**config.mk**
```make
export PLATFORM = sky130hd
export DESIGN_NAME = down_counter_handshake
export DESIGN_NICKNAME = d
export VERILOG_FILES = /design/src/rtl/counter_pkg.sv /design/src/rtl/down_counter_handshake.sv
export SDC_FILE = /design/constraint.sdc
export NUM_CORES = 1
export LEC_CHECK = 0
export CORE_MARGIN = 2
export CORE_UTILIZATION = 52
export CTS_CLUSTER_DIAMETER = 100
export DETAILED_ROUTE_END_ITERATION = 16
export PLACE_DENSITY = 0.88
export SYNTH_ARGS = -nofsm -noshare
export SYNTH_HDL_FRONTEND = slang
export SYNTH_SLANG_ARGS = --single-unit
```
**constraint.sdc**
```tcl
create_clock -name clk_i -period 4.29 [get_ports clk_i]
set_clock_uncertainty 0.15 [all_clocks]
set_input_delay 0.858 -clock clk_i [delete_from_list [all_inputs] [get_ports clk_i]]
set_output_delay 0.858 -clock clk_i [all_outputs]
set_load 0.005 [all_outputs]
```
**src/rtl/counter_pkg.sv**
```systemverilog
// rtl/counter_pkg.sv - shared state type for the up/down index counters
package counter_pkg;

    typedef enum logic {
        eIDLE     = 1'b0,
        eCOUNTING = 1'b1
    } count_state_e;

    // True when a sequence of max_val+1 beats fits in a word of word_size bits
    function automatic bit max_fits(input int unsigned word_size, input int unsigned max_val);
        return (64'(max_val) >> word_size) == 64'd0;
    endfunction

endpackage

```
**src/rtl/down_counter_handshake.sv**
```systemverilog
// rtl/down_counter_handshake.sv - INPUT_MAX..0 index generator on a valid/ready handshake
// Optional build macro: DOWN_COUNTER_AUTO_RELOAD_EN (reload forever after each sequence).
module down_counter_handshake
    import counter_pkg::*;
#(
    parameter int unsigned WORD_SIZE = 16,
    parameter int unsigned INPUT_MAX = 10
) (
    input  logic                 clk_i,
    input  logic                 reset_n_i,
    input  logic                 start_i,
    input  logic                 ready_i,
    output logic [WORD_SIZE-1:0] data_o,
    output logic                 valid_o,
    output logic                 last_o,
    output logic                 busy_o,
    output logic                 done_o
);

    localparam logic [WORD_SIZE-1:0] MAX_VAL = WORD_SIZE'(INPUT_MAX);
    localparam logic [WORD_SIZE-1:0] ONE     = WORD_SIZE'(1);

    if (!max_fits(WORD_SIZE, INPUT_MAX)) begin : g_bad_input_max
        $error("INPUT_MAX does not fit in WORD_SIZE bits");
    end

    count_state_e         state_q, ns;
    logic [WORD_SIZE-1:0] data_q, data_d;
    logic                 done_q;
    logic                 fire;
    logic                 final_fire;

    // valid_o is the state itself: in eCOUNTING there is always a beat on offer
    assign valid_o = (state_q == eCOUNTING);
    assign busy_o  = (state_q == eCOUNTING);
    assign last_o  = valid_o && (data_q == '0);
    assign data_o  = data_q;
    assign done_o  = done_q;

    always_comb begin
        ns         = state_q;
        data_d     = data_q;
        fire       = valid_o && ready_i;
        final_fire = fire && (data_q == '0);
        unique case (state_q)
            eIDLE: begin
                if (start_i) begin
                    ns     = eCOUNTING;
                    data_d = MAX_VAL;
                end else begin
                    data_d = '0;
                end
            end
            eCOUNTING: begin
                if (fire) begin
                    if (data_q != '0) begin
                        data_d = data_q - ONE;
                    end else begin
`ifdef DOWN_COUNTER_AUTO_RELOAD_EN
                        data_d = MAX_VAL;
`else
                        // start_i on the final beat restarts with no bubble
                        if (start_i) begin
                            data_d = MAX_VAL;
                        end else begin
                            ns     = eIDLE;
                            data_d = '0;
                        end
`endif
                    end
                end
            end
            default: begin
                ns     = eIDLE;
                data_d = '0;
            end
        endcase
    end

    always_ff @(posedge clk_i) begin
        if (!reset_n_i) begin
            state_q <= eIDLE;
        end else begin
            state_q <= ns;
        end
    end

    always_ff @(posedge clk_i) begin
        if (!reset_n_i) begin
            data_q <= '0;
        end else begin
            data_q <= data_d;
        end
    end

    always_ff @(posedge clk_i) begin
        if (!reset_n_i) begin
            done_q <= 1'b0;
        end else begin
            done_q <= final_fire;
        end
    end

endmodule
```
==> results_dict.tcl, run 1 <==
set metrics [dict create \
    final_nets 157 \
    crit_fanout 6 \
    design.portCount 24 \
    worstSkewPairLatency_ps 300 \
    startpoint "data_o[0]" \
    worst_slack_ps 792.0 \
    setup_viol 0 \
    p_per_area_nw_per_um2 336.2 \
    fin_hold_ws_ps 406.2 \
    cts-hold-fix-buffers 0 \
    clkSlewWorstSetupHoldPaths_ps 110 \
    yosys_warnings 0 \
    ant_nets 0 \
    synth_flop_cell "dfxtp_1" \
    ys_ff_latch 18 \
    hold_start "data_o[7]" \
    ys_types 39 \
    netlist.area_leader.share_pct 34.78 \
    dpl.hpwl_um 1993 \
    gp_congestion 0.9270 \
    antenna_found_initial 0 \
    drive_gt1_share_pct 7.947 \
    nFillCells 170 \
    clock-root-buffer "clkbuf_4" \
    synth_area_leaders "dfxtp_1 (35%), nand2_1 (6.5%), a21oi_1 (5.3%), nand3_1 (3.9%), nor3_1 (3.9%)" \
    startpoint_type "flip-flop" \
    fin_crit_sh_pct 81.54 \
    cts-resized-gates 0 \
    synthCells 128 \
    grt_pass1_wl_um 4685 \
    die_x_um 48.64 \
    r2r-start "data_o[0]" \
    cts_buffers 3 \
    wire_per_inst_um 15.93 \
    arrival_ps 2490 \
    grt_max_degree 13 \
    clockBufferDepth 2 \
    total_power_mw 0.4350 \
    synth_edf_count 0 \
    vias_per_cell 6.539 \
    required_ps 3280 \
    dp_slack_ps 1203 \
    grt_pass1_vias 1064 \
    final.setup.tns_ps 0 \
    synth_nets 133 \
    holdPathStages 2 \
    route.vias.total 1164 \
    drv_cap 0 \
    cts_tree "done" \
    portBuffers 23 \
    yosysSeqAreaShare_pct 34.78 \
    drtIter0Drc 146 \
    wirelength_um 2836 \
    syn_area_per_cell_um2 8.094 \
    fp.dieH_um 48.64 \
    ir_worst_vdd_mv 0.2781 \
    rows 16 \
    postCtsSetupBuffers 0 \
    postSynth.asyncResetShare_pct 0 \
    worst_setup_path_end_kind "output port" \
    power_leakage_nw 0.4847 \
    fmax_mhz 285.9 \
    grt_usage_pct 25.47 \
    dieArea_um2 2365 \
    drcViolationCount 0 \
    synth_common_cells "dfxtp_1 (18), nand2_1 (18), a21oi_1 (11)" \
    synth_area_um2 1036 \
    slew_headroom_pct 43.00 \
    syn2layout_area_growth_pct 24.88 \
    synth.largest_area_cell "dfxtp_1" \
    antennaDiodeCount 0 \
    tightestPinTransition_ps 847.1 \
    core_um2 1922 \
    rsz0062_at_grt "no" \
    ff2ff_path_depth 6 \
    criticalPathCategory "reg -> out" \
    cts_num_sinks 18 \
    htree_levels 1 \
    hp-class "reg -> reg" \
    overflow 0 \
    first_pass_iters 6 \
    status "complete, no violations" \
    hold_violations 0 \
    drv_slew 0 \
    start_util_pct 53.91 \
    fin_crit_ps 3498 \
]
==> worst max-delay path, stage by stage, from the launching register on <==
cell and delay [ps]:
dfxtp_1 360, inv_1 100, ha_1 200, nor3b_1 630
nand2_1 150, nor3_1 210, clkdlybuf4s50_1 540
==> sequential cells by signal, indices dropped and copies added, names as in the netlist <==
signal  count
done_o      1
data_o     16
busy_o      1
==> layout by cell type, fill, tap and decap left out, types with 2 or more instances in the layout <==
master	synthesis	final
or3_1	3	3
nand3_1	8	8
o21ai_0	2	2
or3_2	3	3
nor2_1	5	5
a41oi_1	2	2
or4_1	4	4
inv_1	6	6
clkbuf_4	0	3
o21a_1	4	4
nand2_1	18	18
dfxtp_1	18	18
nor3_1	8	8
a21oi_1	11	11
nor4_1	4	4
clkdlybuf4s50_1	0	23
mux2i_1	2	2
o211ai_1	2	2
nand4_1	4	4
o22ai_1	2	2
==> cell families (layout without fill, tap and decap cells) <==
family	after synthesis	count (layout)	share of synthesized area, %
buffers and inverters	10	33	6.280
multiplexers	2	2	1.932
AND/OR/NAND/NOR	67	67	36.72
AO/OA/AOI/OAI	30	30	19.08
flip-flops	18	18	34.78
adder cells (fa/ha/maj)	1	1	1.208
==> power breakdown <==
| part | internal (mW) | switching, mW | total, mW |
|---|---|---|---|
| clock network | 0.0518 | 0.0557 | 0.108 |
| logic | 0.0611 | 0.0767 | 0.138 |
| registers | 0.175 | 0.0144 | 0.190 |
| total | 0.288 | 0.147 | 0.435 |
==> final timing paths <==
kind | endpoint | slack [ps]
worst max register to register | data_o[1] | 1920
worst min register to register | data_o[7] | 410
worst max-delay path | last_o | 790
worst min-delay path | data_o[7] | 410
==> layout make-up <==
cell class	count	area, um^2	area share, %
clock buffers	4	36.28	2.805
inverters	6	22.52	1.741
multi-input cells	100	610.6	47.20
flip-flops and latches	18	360.3	27.85
well taps	27	33.78	2.611
repair buffers	23	230.2	17.79
==> metal layers <==
metal  global-route usage (%)  wire length, um  vias to the layer above
met5                        0                0                        -
met4                    13.81               85                        0
met3                    7.716              314                       21
met2                    38.58             1272                       87
met1                    32.36             1164                      519
li1                         -                -                      537
==> through the flow <==
stage                     area [um^2]  instances  util [%]
after floorplan                  1036        128         -
after global routing             1294        178     67.32
after global placement           1257        174     65.43
after CTS                        1294        178     67.32
after detailed placement         1257        174     65.43
final                            1294        178     67.32
Note: power is estimated with default switching activity, not from simulation.
==> run 2: changes to the inputs <==
- CORE_UTILIZATION: 52 -> 48
- PLACE_DENSITY: 0.88 -> 0.82
- clock period: 4.29 -> 3.5 ns (I/O delays scaled with it)
==> run 2 against run 1 <==
  * Routed wire length shrank 3.6%
  * Worst setup slack worse by 370 ps
  * Total power increased by 23%
  * Global-route usage decreased by 2.2 points
  * First-iteration DRC count shrank 64%
  * Combinational power up 25%
  * Register-to-register slack got worse by 570 ps
  * Critical endpoint unchanged
  * Largest power group unchanged
==> results_dict.tcl, run 2 (synthesized netlist as in run 1, its figures left out) <==
set metrics [dict create \
    drive_gt1_share_pct 9.740 \
    hp-class "reg -> reg" \
    fin_util_pct 65.75 \
    worstSkewPairLatency_ps 300 \
    rsz0062_at_grt "no" \
    wire_per_inst_um 15.10 \
    sw_frac_of_total_pct 32.66 \
    die_x_um 50.46 \
    cts-hold-fix-buffers 0 \
    drv_cap 0 \
    overflow 0 \
    hold_violations 0 \
    syn2layout_area_growth_pct 27.05 \
    gp_congestion 1.040 \
    p_per_area_nw_per_um2 406.3 \
    grt_pass1_wl_um 4540 \
    cts_num_sinks 18 \
    portBuffers 23 \
    core_um2 2002 \
    clock-root-buffer "clkbuf_4" \
    cts_buffers 3 \
    worst_setup_path_end_kind "output port" \
    p_seq_share_pct 43.4 \
    arrival_ps 2230 \
    final.setup.tns_ps 0 \
    status "complete, no violations" \
    clkPwrFrac_pct 24.2 \
    grt_usage_pct 23.23 \
    r2r-start "data_o[0]" \
    critPathMaxStageDelay_ps 590 \
    htree_levels 1 \
    required_ps 2650 \
    criticalPathCategory "reg -> out" \
    startpoint_type "flip-flop" \
    postCtsSetupBuffers 0 \
    largest_reg_flops 16 \
    ir_worst_vdd_mv 0.3525 \
    start_util_pct 51.75 \
    power_leakage_nw 0.4979 \
    clkSlewWorstSetupHoldPaths_ps 100 \
    fin_crit_ps 3076 \
    route.vias.total 1155 \
    holdPathStages 2 \
    dpl.hpwl_um 1994 \
    antennaDiodeCount 0 \
    cts-resized-gates 0 \
    wirelength_um 2733 \
    design.portCount 24 \
    tightestPinTransition_ps 711.0 \
    startpoint "data_o[11]" \
    mostFrequentLayoutCells "clkdlybuf4s50_1 (23), nand2_1 (18), dfxtp_1 (18), a21oi_1 (11)" \
    fin_crit_sh_pct 87.89 \
    ant_nets 0 \
    critPathSlowestCell "nor4_1" \
    crit_fanout 7 \
    grt_max_degree 13 \
    pwr-share-comb_pct 32.4 \
    drcViolationCount 0 \
    hold_start "data_o[6]" \
    critical-path-top-delay-family "simple AND/OR/NAND/NOR gates" \
    vias_per_cell 6.381 \
    clockBufferDepth 2 \
    first_pass_iters 4 \
    fmax_mhz 325.1 \
    cts_tree "done" \
    drv_slew 0 \
    p_switching_mw 0.1746 \
    worstPathCellList "nor4_1, nand2_1, nor3_1, clkdlybuf4s50_1" \
    final_nets 160 \
    fp.dieH_um 50.46 \
    grt_pass1_vias 998 \
    total_power_mw 0.5347 \
    layout_commonest_cell "clkdlybuf4s50_1" \
    p_int_mw 0.3601 \
    drtIter0Drc 52 \
    antenna_found_initial 0 \
    dieArea_um2 2546 \
    cp_num_cells 4 \
    setup_viol 0 \
    rows 16 \
    slew_headroom_pct 52.16 \
    critPathBufInv 1 \
    ff2ff_path_depth 7 \
]
==> run 2: power groups by stage <==
stage / combinational [mW] / clock (mW) / sequential (mW)
final: 0.173 / 0.129 / 0.232
after global routing: 0.189 / 0.144 / 0.235
after CTS: 0.171 / 0.131 / 0.232
after detailed placement: 0.169 / 0 / 0.237
after global placement: 0.167 / 0 / 0.236
after floorplan: 0.113 / 0 / 0.233
==> run 2: per-stage QoR <==
| step | cell area, um^2 | std cells | setup WS, ps | hold WS, ps |
|---|---|---|---|---|
| 6_report | 1316 | 181 | 423.9 | 381.4 |
| 5_1_grt | 1316 | 181 | 282.5 | 398.5 |
| 4_1_cts | 1316 | 181 | 469.4 | 380.0 |
| 3_5_place_dp | 1280 | 177 | 793.9 | 363.9 |
| 3_3_place_gp | 1280 | 177 | 830.3 | 357.7 |
| 2_1_floorplan | 1036 | 128 | 1313 | 352.7 |
==> run 2: layer usage <==
layer / part of all wire (%) / global-route usage [%] / vias up
met5: 0 / 0 / -
met4: 1.9 / 6.306 / 0
met3: 9.6 / 5.357 / 13
met2: 44 / 37.06 / 72
met1: 44 / 31.42 / 523
li1: - / - / 547
==> run 2: path summary, 6_finish.rpt <==
| kind | end | slack, ps |
|---|---|---|
| worst max-delay path | last_o | 420 |
| worst min-delay path | data_o[6] | 380 |
| worst max register to register | data_o[5] | 1350 |
| worst min register to register | data_o[6] | 380 |
==> run 2: tightest hold or removal path: stages, from the launching register on <==
cell and delay (ps):
dfxtp_1 370, nand2_1 70, a21oi_1 50
==> run 2: cell type report <==
| cell class | count | area, um^2 |
|---|---|---|
| fill | 172 | 685.7 |
| multi-input combinational | 100 | 610.6 |
| sequential | 18 | 360.3 |
| timing repair buffer | 26 | 252.7 |
| clock buffer | 4 | 36.28 |
| tap | 27 | 33.78 |
| inverter | 6 | 22.52 |
==> run 3: changes to the inputs <==
- PLACE_DENSITY: 0.82 -> 0.77
- clock period: 3.5 -> 3 ns (I/O delays scaled with it)
==> run 3 against run 2 <==
  * Critical path type unchanged
  * Sequential power grew 17%
  * Final cell count increased by 1.1%
  * Worst setup slack got worse by 150 ps
  * Global-route usage up 0.58 points
  * Design area is 1.0% higher
  * First-iteration DRC count increased by 12%
  * Non-clock buffer count is 3 higher
  * Total power rose by 12%
  * Core utilization increased by 0.69 points
  * Critical path depth grew 1
  * Routed wire length up 3.8%
==> results_dict.tcl, run 3 (synthesized netlist as in run 1, its figures left out) <==
set metrics [dict create \
    crit_fanout 7 \
    cts_buffers 3 \
    htree_levels 1 \
    final.setup.tns_ps 0 \
    ir_worst_vdd_mv 0.3301 \
    r2r-start "data_o[0]" \
    drv_slew 0 \
    grt_max_degree 13 \
    overflow 0 \
    antenna_found_initial 0 \
    rsz0062_at_grt "no" \
    slew_headroom_pct 52.53 \
    register_area_um2 360.3 \
    ant_nets 0 \
    p_int_mw 0.3970 \
    p_per_area_nw_per_um2 450.9 \
    largest_reg_flops 16 \
    clkSlewWorstSetupHoldPaths_ps 100 \
    nFillCells 186 \
    grt_usage_pct 23.81 \
    worstSkewPairLatency_ps 300 \
    clock-root-buffer "clkbuf_4" \
    hold_violations 0 \
    drive_gt1_share_pct 11.54 \
    criticalPathCategory "reg -> out" \
    worst_slack_ps 269.3 \
    tightestPinTransition_ps 706.6 \
    power_leakage_nw 0.5080 \
    clkPwrFrac_pct 20.2 \
    vias_per_cell 6.404 \
    arrival_ps 1980 \
    die_x_um 50.46 \
    mostFrequentLayoutCells "clkdlybuf4s50_1 (23), nand2_1 (18), dfxtp_1 (18), a21oi_1 (11)" \
    syn2layout_area_growth_pct 28.38 \
    drv_cap 0 \
    fin_crit_sh_pct 91.03 \
    pwr-share-comb_pct 34.6 \
    startpoint_type "flip-flop" \
    wirelength_um 2836 \
    start_util_pct 51.75 \
    hold_start "data_o[6]" \
    grt_pass1_vias 1050 \
    first_pass_iters 5 \
    status "complete, no violations" \
    layout_commonest_cell "clkdlybuf4s50_1" \
    drtIter0Drc 58 \
    gp_congestion 0.8991 \
    p_seq_share_pct 45.2 \
    cts-resized-gates 0 \
    drcViolationCount 0 \
    wire_per_inst_um 15.50 \
    hp-class "reg -> reg" \
    multi_input_area_um2 615.6 \
    worst_setup_path_end_kind "output port" \
    grt_pass1_wl_um 4519 \
    postCtsSetupBuffers 0 \
    design.portCount 24 \
    antennaDiodeCount 0 \
    fmax_mhz 366.2 \
    cts-hold-fix-buffers 0 \
    cts_tree "done" \
    sw_frac_of_total_pct 33.80 \
    startpoint "data_o[11]" \
    dpl.hpwl_um 2091 \
    dp_slack_ps 465.6 \
    setup_viol 0 \
    fp.dieH_um 50.46 \
    p_switching_mw 0.2027 \
    route.vias.total 1172 \
    portBuffers 23 \
    rows 16 \
    clockBufferDepth 2 \
    final_nets 163 \
    cts_num_sinks 18 \
    required_ps 2250 \
    core_um2 2002 \
    fin_crit_ps 2731 \
    dieArea_um2 2546 \
]
run 3: cell types whose count changed in the layout (fill, tap and decap cells not counted):
cell,previous run,this run
nor3b_1,1,0
buf_4,3,6
clkbuf_8,1,0
nor3b_2,0,1
run 3: final timing paths:
check              endpoint  depth (start not counted)  slack (ps)
hold reg to reg   data_o[6]                          2         410
setup reg to reg  data_o[7]                          7         810
hold / removal    data_o[6]                          2         410
setup / recovery     last_o                          5         270
run 3: final cells by class:
| class | count | area share, % |
|---|---|---|
| timing repair buffer | 29 | 20.70 |
| multi-input combinational | 100 | 46.28 |
| sequential | 18 | 27.09 |
| tap | 27 | 2.540 |
| inverter | 6 | 1.693 |
| clock buffer | 3 | 1.693 |
run 3: per-layer routing:
metal	routed length [um]	global-route usage, %
met5	0	0
met4	122	14.86
met3	250	3.274
met2	1309	38.38
met1	1154	29.85
run 3: stage by stage:
stage	hold WS [ps]	area (um^2)	util, %	total power, mW	instances
floorplan	352.7	1036	-	0.4028	128
global placement	357.2	1303	65.06	0.4743	180
detailed placement	379.7	1303	65.06	0.4787	180
CTS	399.3	1325	66.19	0.5983	183
global route	431.6	1330	66.44	0.6309	183
finish	405.2	1330	66.44	0.5996	183
run 3: power groups by stage:
stage               Combinational (mW)  Clock (mW)  Sequential [mW]
finish                           0.208       0.121            0.271
global route                     0.226       0.132            0.274
CTS                              0.204       0.124            0.270
detailed placement               0.203           0            0.276
global placement                 0.200           0            0.275
floorplan                        0.131           0            0.272
run 3: critical path: stages, from the launching register on:
cell and delay [ps]:
dfxtp_1 390, nor4_1 290, buf_4 170, nand2_1 90
nor3_1 210, clkdlybuf4s50_1 530
